==> config.mk <==
export PLATFORM = sky130hd
export DESIGN_NAME = stream_mux_n
export DESIGN_NICKNAME = d
export VERILOG_FILES = /design/src/rtl/stream_mux_n.sv
export SDC_FILE = /design/constraint.sdc
export NUM_CORES = 1
export LEC_CHECK = 0
export CAP_MARGIN = 20
export CELL_PAD_IN_SITES_DETAIL_PLACEMENT = 1
export CELL_PAD_IN_SITES_GLOBAL_PLACEMENT = 1
export CORE_ASPECT_RATIO = 0.75
export CORE_UTILIZATION = 29
export DETAILED_ROUTE_END_ITERATION = 8
export GPL_ROUTABILITY_DRIVEN = 0
export PLACE_DENSITY = 0.89
export SLEW_MARGIN = 30
export SYNTH_ARGS = -nofsm -noshare
export SYNTH_HDL_FRONTEND = slang
export SYNTH_SLANG_ARGS = --single-unit
==> constraint.sdc <==
create_clock -name clk -period 4.7 [get_ports clk]
set_input_delay 0.94 -clock clk [delete_from_list [all_inputs] [get_ports clk]]
set_output_delay 0.94 -clock clk [all_outputs]
set_load 0.005 [all_outputs]
==> src/rtl/stream_mux_n.sv <==
// N-channel registered stream mux with packet-atomic channel lock.
// Define RR_ARB_EN to replace sel with round-robin arbitration in IDLE.
module stream_mux_n #(
   parameter int W  = 8,
   parameter int N  = 4,
   parameter int SW = 2
) (
   input  logic            clk,
   input  logic            rst_n,
   input  logic [SW-1:0]   sel,
   input  logic [N*W-1:0]  in_data,
   input  logic [N-1:0]    in_valid,
   input  logic [N-1:0]    in_last,
   output logic [N-1:0]    in_ready,
   output logic [W-1:0]    out_data,
   output logic            out_valid,
   output logic            out_last,
   input  logic            out_ready,
   output logic [SW-1:0]   cur_sel
);

   localparam logic [0:0] S_IDLE   = 1'b0;
   localparam logic [0:0] S_LOCKED = 1'b1;

   logic [0:0]    r_state;
   logic [SW-1:0] r_lock_ch;
   logic [W-1:0]  r_data;
   logic          r_valid;
   logic          r_last;

   logic [SW-1:0] w_g;
   logic          w_grant;
   logic          w_space;
   logic          w_accept;
   logic          w_vld_g;
   logic          w_last_g;
   logic [W-1:0]  w_data_g;
   logic [N-1:0]  w_ready;

`ifdef RR_ARB_EN
   logic [SW-1:0] w_rr_ch;
   logic          w_rr_hit;
   int unsigned   w_best;
   int unsigned   w_dist;
   logic          w_unused;

   assign w_unused = ^sel;

   // Channels are ranked by distance from the one after lock_ch.
   always_comb begin
      w_rr_ch  = '0;
      w_rr_hit = 1'b0;
      w_best   = N;
      w_dist   = 0;
      for (int unsigned j = 0; j < N; j++) begin
         w_dist = (j + 2 * N - 32'(r_lock_ch) - 1) % N;
         if (in_valid[j] && w_dist < w_best) begin
            w_best   = w_dist;
            w_rr_ch  = SW'(j);
            w_rr_hit = 1'b1;
         end
      end
   end

   always_comb begin
      if (r_state == S_LOCKED) begin
         w_g     = r_lock_ch;
         w_grant = 32'(r_lock_ch) < N;
      end else begin
         w_g     = w_rr_ch;
         w_grant = w_rr_hit;
      end
   end
`else
   always_comb begin
      w_g     = (r_state == S_LOCKED) ? r_lock_ch : sel;
      w_grant = 32'(w_g) < N;
   end
`endif

   assign w_space = !r_valid || out_ready;

   always_comb begin
      w_ready  = '0;
      w_vld_g  = 1'b0;
      w_last_g = 1'b0;
      w_data_g = '0;
      for (int unsigned i = 0; i < N; i++) begin
         if (w_grant && 32'(w_g) == i) begin
            w_ready[i] = w_space;
            w_vld_g    = in_valid[i];
            w_last_g   = in_last[i];
            w_data_g   = in_data[i*W +: W];
         end
      end
   end

   assign w_accept = w_grant && w_space && w_vld_g;

   always_ff @(posedge clk or negedge rst_n) begin
      if (!rst_n) begin
         r_state   <= S_IDLE;
         r_lock_ch <= '0;
         r_data    <= '0;
         r_valid   <= 1'b0;
         r_last    <= 1'b0;
      end else if (w_accept) begin
         r_data    <= w_data_g;
         r_last    <= w_last_g;
         r_valid   <= 1'b1;
         r_lock_ch <= w_g;
         r_state   <= w_last_g ? S_IDLE : S_LOCKED;
      end else if (r_valid && out_ready) begin
         r_valid   <= 1'b0;
      end
   end

   assign in_ready  = w_ready;
   assign out_data  = r_data;
   assign out_valid = r_valid;
   assign out_last  = r_last;
   assign cur_sel   = r_lock_ch;

endmodule

==> metrics list, run 1 <==
- Status: complete, no violations
* Maximum clock rate: 0.263 GHz
- Share of power burned in combinational logic: 0.651
- Row generation in the floorplan step produced 18 rows.
* Most common cell in the synthesized netlist: sky130_fd_sc_hd__mux2i_1
* Total chip power: 0.000956 W
* Clk root buf: sky130_fd_sc_hd__clkbuf_8
- The core region is 3310 um2.
- Setup repair after global routing left no endpoint under its margin.
* Die span in y: 53.1 um
- Number of ports placed on the die boundary: 61
- Together, buffers and inverters on the worst path number 2.
- For this run, asynchronously set or reset flops after synthesis account for 1.00.
- STA classifies the critical path endpoint as an output port.
* Most used cell, CP: sky130_fd_sc_hd__clkdlybuf4s50_1
- GRT Residual Overflow: 0
- The hold violation count in the final report is 0.
- After the flow finishes, the layout carries non-filler instances totaling 184.
- Cell taking the most area after synthesis: sky130_fd_sc_hd__dfrtp_1
* Required time of the worst setup path: 3.76 ns
* Pin count of the biggest net entering global routing: 22
- No sink is reached through more buffers than the 2 on the longest clock path.
* Final period util: 0.808
* Number of routed nets with antenna violations: 0
* First-pass detailed-route iteration total: 4
- Proportion of power drawn by flip-flops and latches: 0.242
- Counting the buffers created by CTS gives 3.
- On the final layout, the worst hold slack is 0.509 ns.
* Detailed Route WL: 2840 um
- The number of pins exceeding their max-slew limit in the final report came to 0.
- The Yosys step of the flow raised 0 warnings.
- Maximum level of the CTS H-tree: 1
- The largest individual stage delay along the critical path comes from the cell sky130_fd_sc_hd__mux2i_1.
* Share of layout cells above drive strength 1: 0.139
* Clock Skews: 0.00550 ns
- Synthesis produced 84 cells.
* Peak per-stage delay on the critical path: 0.64 ns
* Detailed placement HPWL: 2340 um
- Of the total power, the share spent switching nets is 0.347.
- OpenSTA, run right after detailed placement, puts the worst setup slack at 0.919 ns.
- CTS tree: yes
- Post-synthesis net count: 129
* Worst Hold Class: reg -> reg
* Highest fanout seen on the critical path: 7
- After the last flow step, the layout net total stands at 190.
- For this run, design rule violations remaining after detail routing come to 0.
* List of most frequent post-synthesis cells: sky130_fd_sc_hd__mux2i_1, sky130_fd_sc_hd__dfrtp_1, sky130_fd_sc_hd__mux2_4
- The most used flip-flop cell after synthesis is sky130_fd_sc_hd__dfrtp_1.
- Effective utilization at floorplan: 0.305
- Maximum capacitance violations: 0
* Kind of start point of the critical path: input pin
- After clock tree synthesis, the clock-pin slew on the worst setup and hold paths is 0.05 ns.
- In this run the power spent charging and discharging nets is 0.000332 W.
* Setup tns final: 0 ns
- Register area share after synthesis: 0.322
* Number of sinks handled by clock tree synthesis: 13
* Largest delay share family, worst path: buffers and inverters
* Buffer count from post-CTS setup fixing: 0
- In this run the horizontal extent of the chip is 70.1 um.
- From synthesis to final layout, the design area changed by 64.4%.
- The detailed router finished its first iteration with 11 violations.
- For the worst setup path, the data arrival time is 2.86 ns.
* Power density cells: 576 nW/um2
* Count of input and output buffers: 60
- Worst setup slack for register-to-register paths: 2.39 ns
- At the pin with the least slew margin, the transition time is 0.872 ns.
- Average wire per cell in the routed design: 15.4 um
* Worst-case setup margin in the final layout: 0.901 ns
- Count of hold-fix buffers inserted at cts: 0
* P_leak: 0.727 nW
- Measured against its own limit, the worst slew margin works out to 0.418.
- Most area-consuming cells after synthesis: sky130_fd_sc_hd__dfrtp_1, sky130_fd_sc_hd__mux2i_1, sky130_fd_sc_hd__mux2_4, sky130_fd_sc_hd__mux2_2, sky130_fd_sc_hd__a311oi_4
* Gr usage total: 0.167
- Synthesis inferred 13 register bits.
- Cell-internal power: 0.000624 W
- By startpoint and endpoint, the worst setup path is classified as in -> out.
- Summing over every cut layer, the via total after detailed routing is 888.
* Full die area: 3720 um2
- Cell chain of the critical path: clkdlybuf4s50_1 -> mux2i_1 -> nand2_1 -> nor2_1 -> clkdlybuf4s50_1
* Number of failing setup endpoints in the final timing report: 0
- Count of antenna diodes in the layout: 0
- The first global-routing pass estimated 4650 um of wire.
* Worst vdd rail ir drop: 0.198 mV
- A synthesized cell averages 12.0 um2.
- The via count of the first global-routing pass is 949.
- Number of enable flip-flop cells after synthesis: 0
- Number of antenna violations at the first check in global routing: 0
- Routed vias/inst: 4.83
* Min Tclk post-route: 3.80 ns
- Synth Cell Area: 1010 um2
- Cells resized by post-CTS repair: 0
- Of the total power, the clock network draws 0.107.
- Counting tap cells, the placed design contains a total of 180 instances.
- Top-area cell type share of the netlist area: 0.322
* Library cells used by synthesis: 23
- Clock latency on the worst-skew pair, taken at its later pin, is 0.25 ns.
[placed cells by master (no fill, tap or decap), types with 2 or more instances in the layout]
| master | instances |
|---|---|
| sky130_fd_sc_hd__nand2b_1 | 2 |
| sky130_fd_sc_hd__inv_1 | 3 |
| sky130_fd_sc_hd__clkdlybuf4s50_1 | 60 |
| sky130_fd_sc_hd__dfrtp_1 | 13 |
| sky130_fd_sc_hd__mux2_4 | 9 |
| sky130_fd_sc_hd__mux2i_1 | 30 |
| sky130_fd_sc_hd__nor2_1 | 5 |
| sky130_fd_sc_hd__nand2_1 | 2 |
| sky130_fd_sc_hd__mux2_2 | 3 |
| sky130_fd_sc_hd__clkbuf_8 | 3 |
[through the flow]
step,utilization,instance area (um2)
after global routing,0.502,1660
after detailed placement,0.488,1620
final,0.502,1660
after global placement,0.488,1620
after CTS,0.502,1660
after floorplan,-,1010
[layer usage]
| layer | share of wire | wire, um | global-route usage | vias to the layer above |
|---|---|---|---|---|
| li1 | - | - | - | 426 |
| met2 | 0.48 | 1350 | 0.298 | 38 |
| met5 | 0 | 0 | 0 | - |
| met4 | 0.013 | 36 | 0.0600 | 0 |
| met1 | 0.45 | 1270 | 0.200 | 419 |
| met3 | 0.063 | 180 | 0.0381 | 5 |
[registers in the layout (all words and copies together), names as in the netlist]
name,count
cur_sel,2
r_state,1
out_data,8
out_last,1
out_valid,1
[worst paths after layout]
kind | startpoint | endpoint | cells past startpoint
max | sel[1] | in_ready[1] | 5
min | out_data[3] | out_data[3] | 1
max reg2reg | r_state | r_state | 4
min reg2reg | out_data[3] | out_data[3] | 1
max in group asynchronous | rst_n | out_data[0] | 1
min in group asynchronous | rst_n | out_last | 1
[power groups by stage]
stage,clock network [W],registers [W],logic [W]
2_1_floorplan,0,0.000216,0.000438
3_3_place_gp,0,0.000230,0.000615
3_5_place_dp,0,0.000233,0.000629
4_1_cts,0.000104,0.000233,0.000633
5_1_grt,0.000110,0.000241,0.000672
6_report,0.000102,0.000231,0.000622
[cells by family after synthesis]
group	count (synthesis)	synth area share
multiplexers	42	0.465
AO/OA/AOI/OAI	7	0.0756
AND/OR/NAND/NOR	14	0.0743
flip-flops	13	0.322
buffers and inverters	8	0.0632
[layout make-up]
class / instances / area [um2]
Sequential cell: 13 / 325
Timing Repair Buffer: 61 / 608
Tap cell: 40 / 50.0
Clock buffer: 4 / 45.0
Fill cell: 343 / 1650
Multi-Input combinational cell: 63 / 621
Inverter: 3 / 11.3
(Power assumes the default switching activity.)
==> inputs of run 2 (changes only) <==
--- a/config.mk
+++ b/config.mk
@@ -9,10 +9,10 @@
 export CELL_PAD_IN_SITES_DETAIL_PLACEMENT = 1
 export CELL_PAD_IN_SITES_GLOBAL_PLACEMENT = 1
 export CORE_ASPECT_RATIO = 0.75
-export CORE_UTILIZATION = 29
+export CORE_UTILIZATION = 27
 export DETAILED_ROUTE_END_ITERATION = 8
 export GPL_ROUTABILITY_DRIVEN = 0
-export PLACE_DENSITY = 0.89
+export PLACE_DENSITY = 0.84
 export SLEW_MARGIN = 30
 export SYNTH_ARGS = -nofsm -noshare
 export SYNTH_HDL_FRONTEND = slang
==> constraint.sdc (replaced) <==
create_clock -name clk -period 4 [get_ports clk]
set_input_delay 0.8 -clock clk [delete_from_list [all_inputs] [get_ports clk]]
set_output_delay 0.8 -clock clk [all_outputs]
set_load 0.005 [all_outputs]
==> run 2 against run 1 <==
Effect of this change:
- hold slack better by 0.014 ns
- combinational power is 20% higher
- sequential power is 19% higher
- clock power is 17% higher
- final cell count is 5.4% higher
- via count is 0.90% lower
- routed wire length is 7.8% higher
- global-route usage is 0.17 points higher
- largest cell class unchanged
==> metrics list, run 2 (synthesis gave the netlist of run 1 again) <==
- Number of sinks handled by clock tree synthesis: 13 (unchanged)
- Count of hold-fix buffers inserted at cts: 0 (unchanged)
- Minimum setup slack after placement: 0.566 ns (was 0.919 ns)
- The maximum number of pins on one net before global-route repair was 22 (unchanged).
- Largest delay share family, worst path: buffers and inverters (unchanged)
- The total routed wirelength was 3060 um (was 2840 um).
- Buffer count from post-CTS setup fixing: 0 (unchanged)
* Total number of nets in the final design: 190 (unchanged)
- Worst-case setup margin in the final layout: 0.592 ns (was 0.901 ns)
- Final Instance Area: 1680 um2 (was 1660 um2)
- Site Rows: 18 (unchanged)
- Worst vdd rail ir drop: 0.266 mV (was 0.198 mV)
- Clk root buf: sky130_fd_sc_hd__clkbuf_8 (unchanged)
* Least-Margin Pin Slew: 0.916 ns (was 0.872 ns)
* RSZ-0062 raised after global routing: false (unchanged)
- Worst path bufs/invs: 2 (unchanged)
- The worst path in the final design needs a cycle of 3.41 ns, including I/O delays and setup.
- The per-cell via count in the routed design is 4.54 (was 4.83).
- Final period util: 0.852
- The final core utilization is 0.490 (was 0.502).
* Chip width: 72.6 um (was 70.1 um)
- The area growth from synthesis to layout came to 66.0% (was 64.4%).
- The number of antenna violations at the first check in global routing came to 0 (unchanged).
- Effective utilization at floorplan: 0.295 (was 0.305)
- Number of failing setup endpoints in the final timing report: 0 (unchanged)
- The longest individual stage delay on the worst path was 0.53 ns (was 0.64 ns).
- GRT Residual Overflow: 0 (unchanged)
- Maximum level of the CTS H-tree: 1 (unchanged)
* Maximum clock rate: 0.293 GHz
* Standard cell core area: 3420 um2 (was 3310 um2)
- The DRC violations left is 0 (unchanged).
- The startpoint type of the worst setup path was an input pin (unchanged).
* Number of buffers on the longest clock path: 2 (unchanged)
- CTS tree: yes (unchanged)
- Critical path class: in -> out (unchanged)
* Maximum capacitance violations: 0 (unchanged)
- The number of pins exceeding their max-slew limit in the final report is 0 (unchanged).
* Leading cell type in the layout, fill and taps excluded: sky130_fd_sc_hd__clkdlybuf4s50_1 (unchanged)
- Clock Skews: 0.00408 ns (was 0.00550 ns)
- The first-pass GRT wire length is 4860 um (was 4650 um).
* DRC marker count from the first detailed-route iteration: 10 (was 11)
- The data arrival time of the critical path was 2.61 ns (was 2.86 ns).
- Cell chain of the critical path: clkdlybuf4s50_1 -> mux2i_2 -> nand2_1 -> nor2_1 -> clkdlybuf4s50_1 (was clkdlybuf4s50_1 -> mux2i_1 -> nand2_1 -> nor2_1 -> clkdlybuf4s50_1)
* Count of input and output buffers: 60 (unchanged)
- Full die area: 3990 um2 (was 3720 um2)
* Number of ports placed on the die boundary: 61 (unchanged)
* Average wire per cell in the routed design: 15.8 um (was 15.4 um)
* Most used cell, CP: sky130_fd_sc_hd__clkdlybuf4s50_1 (unchanged)
- Via count of the first global-routing pass: 964 (was 949)
- The CTS buffer count is 3 (unchanged).
* CP max-delay cell: sky130_fd_sc_hd__clkdlybuf4s50_1 (was sky130_fd_sc_hd__mux2i_1)
* Area post-placement: 1630 um2 (was 1620 um2)
- The post-detailed-route count of antenna-violating nets came to 0 (unchanged).
- The critical path required time is 3.20 ns (was 3.76 ns).
- Die span in y: 55.0 um (was 53.1 um)
* Cells resized by post-CTS repair: 0 (unchanged)
* Highest fanout seen on the critical path: 8 (was 7)
* Share of layout cells above drive strength 1: 0.146 (was 0.139)
* Element type at the critical path end: output port (unchanged)
- The path category of the worst min-delay check was reg -> reg (unchanged).
- Total count of hold-check failures in the final report: 0 (unchanged)
* Clock Latency Late Sink: 0.25 ns (about the same)
- The leakage power figure is 0.725 nW (was 0.727 nW).
* Detailed placement HPWL: 2460 um (was 2340 um)
- Highest-count cells in the layout ignoring fill and taps: sky130_fd_sc_hd__clkdlybuf4s50_1, sky130_fd_sc_hd__mux2i_1, sky130_fd_sc_hd__dfrtp_1 (unchanged).
- Setup tns final: 0 ns (unchanged)
- Status: complete, no violations (unchanged)
* Vias: 880 (was 888)
* Relative slew margins: 0.389 (was 0.418)
* Count of antenna diodes in the layout: 0 (unchanged)
- CTS clk-pin slew, worst paths: 0.06 ns (was 0.05 ns)
* Gr usage total: 0.169 (was 0.167)
- The areal power density over the cells came to 681 nW/um2 (was 576 nW/um2).
- The number of inserted filler cells in the final layout came to 393 (was 343).
- Max FFs per register: 8 (unchanged)
- First-pass detailed-route iteration total: 6 (was 4)
run 2: cell count changes in the layout (fill, tap and decap cells not counted):
cell and delta:
sky130_fd_sc_hd__mux2i_1 -1, sky130_fd_sc_hd__mux2i_2 +1
run 2: cell type report:
class	instances	area, um2	share of cell area
Clock buffer	4	45.0	0.0269
Tap cell	50	62.6	0.0373
Multi-Input combinational cell	63	624	0.372
Inverter	3	11.3	0.00672
Timing Repair Buffer	61	608	0.363
Sequential cell	13	325	0.194
run 2: worst register-to-register path: stages, from the launching register on:
cell	delay, ns
sky130_fd_sc_hd__dfrtp_1	0.51
sky130_fd_sc_hd__or3_4	0.46
sky130_fd_sc_hd__a311oi_4	0.80
sky130_fd_sc_hd__mux2_2	0.43
run 2: path summary, 6_finish.rpt:
check	startpoint	end	slack [ns]	cells past startpoint
max in group asynchronous	rst_n	out_data[3]	2.68	1
min	out_data[0]	out_data[0]	0.52	1
max	sel[1]	in_ready[0]	0.59	5
min reg2reg	out_data[0]	out_data[0]	0.52	1
min in group asynchronous	rst_n	out_data[4]	0.93	1
max reg2reg	r_state	out_data[3]	1.67	3
run 2: routing by layer:
layer | GRT usage | vias to the layer above | part of all wire
met5 | 0 | - | 0
met4 | 0.0588 | 0 | 0.013
met3 | 0.0380 | 4 | 0.066
met2 | 0.315 | 39 | 0.48
met1 | 0.196 | 415 | 0.44
li1 | - | 422 | -
run 2: stage by stage:
stage               instances  hold WS [ns]  total power [W]
global placement          190         0.496          0.00100
finish                    194         0.523          0.00114
floorplan                  84         0.504         0.000769
CTS                       194         0.529          0.00116
global route              194         0.544          0.00122
detailed placement        190         0.511          0.00104
run 2: power breakdown:
group | switching [W] | leakage [nW] | total [W] | internal (W)
combinational | 0.000285 | 0.551 | 0.000748 | 0.000463
clock | 0.0000490 | 0.0228 | 0.000119 | 0.0000704
sequential | 0.0000716 | 0.151 | 0.000275 | 0.000203
==> inputs of run 3 (changes only) <==
==> constraint.sdc (replaced) <==
create_clock -name clk -period 3.79 [get_ports clk]
set_input_delay 0.758 -clock clk [delete_from_list [all_inputs] [get_ports clk]]
set_output_delay 0.758 -clock clk [all_outputs]
set_load 0.005 [all_outputs]
==> run 3 against run 2 <==
Effect of this change:
- flip-flop and latch count stayed put
- total power is 6.1% higher
- count of clock-buffer cells in the layout stayed put
- die area stayed put
- register-to-register slack better by 0.11 ns
- routed wire length is 4.1% lower
- critical path depth is 1 higher
- combinational power is 6.8% higher
- design area is 0.90% higher
- largest power group unchanged
==> metrics list, run 3 (synthesis gave the netlist of run 1 again) <==
- Highest-count cells in the layout ignoring fill and taps: sky130_fd_sc_hd__clkdlybuf4s50_1, sky130_fd_sc_hd__mux2i_1, sky130_fd_sc_hd__dfrtp_1 (unchanged).
- Count of input and output buffers: 60 (unchanged)
- Element type at the critical path end: output port (unchanged)
- The total area of sequential cells is 325 um2 (unchanged).
- Peak per-stage delay on the critical path: 0.56 ns (was 0.53 ns)
- The aggregate global-route resource usage is 0.162 (was 0.169).
- The count of max-cap constraint violations is 0 (unchanged).
* Routed vias/inst: 4.55 (was 4.54)
- Filler cell count: 376 (was 393)
- Setup tns final: 0 ns (unchanged)
* Detailed Route WL: 2940 um (was 3060 um)
- The DRC violations left is 0 (unchanged).
* Via count of the first global-routing pass: 1,011 (was 964)
- The area of the multi-input gates came to 624 um2 (unchanged).
- Full die area: 3990 um2 (unchanged)
* Worst vdd rail ir drop: 0.315 mV (was 0.266 mV)
* Site Rows: 18 (unchanged)
- Required time of the worst setup path: 3.03 ns (was 3.20 ns)
- The number of pins exceeding their max-slew limit in the final report is 0 (unchanged).
- Number of antenna violations at the first check in global routing: 0 (unchanged)
* Cells resized by post-CTS repair: 0 (unchanged)
- The number of sinks on the clock net is 13 (unchanged).
- The number of search-and-repair iterations in the first detailed-routing pass came to 3 (was 6).
* DRC marker count from the first detailed-route iteration: 22 (was 10)
* Leading cell type in the layout, fill and taps excluded: sky130_fd_sc_hd__clkdlybuf4s50_1 (unchanged)
* RSZ-0062 raised after global routing: false (unchanged)
* Worst-case hold path end point: out_data[0] (unchanged)
* Chip width: 72.6 um (unchanged)
- Arrival time of the worst setup path: 2.40 ns (was 2.61 ns)
* CP max-delay cell: sky130_fd_sc_hd__clkdlybuf4s50_1 (unchanged)
- Maximum clock rate: 0.317 GHz
* Pin count of the biggest net entering global routing: 22 (unchanged)
* R2R depth: 4 (was 3)
- The first-pass GRT wire length was 4690 um (was 4860 um).
* Status: complete, no violations (unchanged)
* Synthesis-to-finish area growth: 67.5% (was 66.0%)
* Power density cells: 716 nW/um2 (was 681 nW/um2)
- The CTS buffer count came to 3 (unchanged).
- The biggest fanout along the worst timing path is 7 (was 8).
- The final core utilization came to 0.494 (was 0.490).
- The starting utilization of the core area came to 0.295 (unchanged).
- Relative slew margins: 0.619 (was 0.389)
- Count of antenna diodes in the layout: 0 (unchanged)
* Number of failing setup endpoints in the final timing report: 0 (unchanged)
* Number of buffers on the longest clock path: 2 (unchanged)
- Standard cell core area: 3420 um2 (unchanged)
- The post-detailed-route wirelength per cell is 15.0 um (was 15.8 um).
* Critical path class: in -> out (unchanged)
- The die extent in y was 55.0 um (unchanged).
* Maximum level of the CTS H-tree: 1 (unchanged)
* Buffer count from post-CTS setup fixing: 0 (unchanged)
* Final period util: 0.833
* GRT Residual Overflow: 0 (unchanged)
- Count of hold-fix buffers inserted at cts: 0 (unchanged)
* Kind of start point of the critical path: input pin (unchanged)
- The clock tree from TritonCTS is yes (unchanged).
- The depth of the worst hold-timing path is 1 (unchanged).
- The total half-perimeter wirelength after legalization and detailed placement came to 2390 um (was 2460 um).
* Number of ports placed on the die boundary: 61 (unchanged)
- Cell chain of the critical path: clkdlybuf4s50_1 -> mux2i_2 -> buf_4 -> nand2b_1 -> nor2_1 -> clkdlybuf4s50_1 (was clkdlybuf4s50_1 -> mux2i_2 -> nand2_1 -> nor2_1 -> clkdlybuf4s50_1).
- The final clock skew is 0.00430 ns (was 0.00408 ns).
- Total count of hold-check failures in the final report: 0 (unchanged)
- CTS clk-pin slew, worst paths: 0.06 ns (about the same)
- Clock Latency Late Sink: 0.24 ns (was 0.25 ns)
- Number of routed nets with antenna violations: 0 (unchanged)
- Vias: 892 (was 880)
* Worst setup slack for register-to-register paths: 1.78 ns (was 1.67 ns)
* Worst Hold Class: reg -> reg (unchanged)
- The worst reg2reg path startpoint is r_state (unchanged).
- Clk root buf: sky130_fd_sc_hd__clkbuf_8 (unchanged)
- Share of layout cells above drive strength 1: 0.158 (was 0.146)
- Min Tclk post-route: 3.16 ns
- The startpoint of the worst hold path is out_data[0] (unchanged).
- The cell occurring most often along the worst timing path is sky130_fd_sc_hd__clkdlybuf4s50_1 (unchanged).
- The flip-flop count of the largest register, all copies and words added was 8 (unchanged).
- RR Endpoint: out_data[3] (unchanged)
* P_leak: 0.735 nW (was 0.725 nW)
* Least-Margin Pin Slew: 0.570 ns (was 0.916 ns)
- Total number of nets in the final design: 192 (was 190)
## run 3: worst max-delay path by stage
| stage | startpoint | endpoint | slack (ns) | cells after the start |
|---|---|---|---|---|
| 2_1_floorplan | sel[1] | in_ready[0] | 1.58 | 4 |
| 3_3_place_gp | sel[1] | in_ready[2] | 0.70 | 6 |
| 3_5_place_dp | sel[1] | in_ready[3] | 0.62 | 6 |
| 4_1_cts | sel[1] | in_ready[3] | 0.62 | 6 |
| 5_1_grt | sel[1] | in_ready[3] | 0.55 | 6 |
| 6_report | sel[1] | in_ready[3] | 0.63 | 6 |
## run 3: routing by layer
layer | vias up | part of all wire | track usage
met4 | 0 | 0.0061 | 0.0556
met3 | 2 | 0.071 | 0.0380
met5 | - | 0 | 0
met2 | 38 | 0.50 | 0.313
li1 | 429 | - | -
met1 | 423 | 0.43 | 0.179
## run 3: cell type report
type                            instances  area share
Timing Repair Buffer                   63       0.368
Inverter                                3     0.00666
Multi-Input combinational cell         63       0.369
Sequential cell                        13       0.192
Clock buffer                            4      0.0266
Tap cell                               50      0.0370
## run 3: power breakdown
group          leakage, nW  switching [W]  total, W  internal (W)
clock               0.0228      0.0000474  0.000121     0.0000741
sequential           0.151      0.0000771  0.000292      0.000215
combinational        0.561       0.000299  0.000799      0.000500
## run 3: stage by stage
step / power [W] / instance area, um2 / hold slack (ns) / setup slack (ns) / std cells
floorplan: 0.000811 / 1010 / 0.462 / 1.58 / 84
global placement: 0.00107 / 1650 / 0.503 / 0.695 / 192
detailed placement: 0.00110 / 1650 / 0.503 / 0.618 / 192
CTS: 0.00123 / 1690 / 0.529 / 0.623 / 196
global route: 0.00130 / 1690 / 0.544 / 0.549 / 196
finish: 0.00121 / 1690 / 0.523 / 0.631 / 196
## run 3: critical path, delay by kind of cell
kind          cells  cell delay [ns]
buf+inv           3             1.26
simple gates      2             0.28
mux               1             0.11
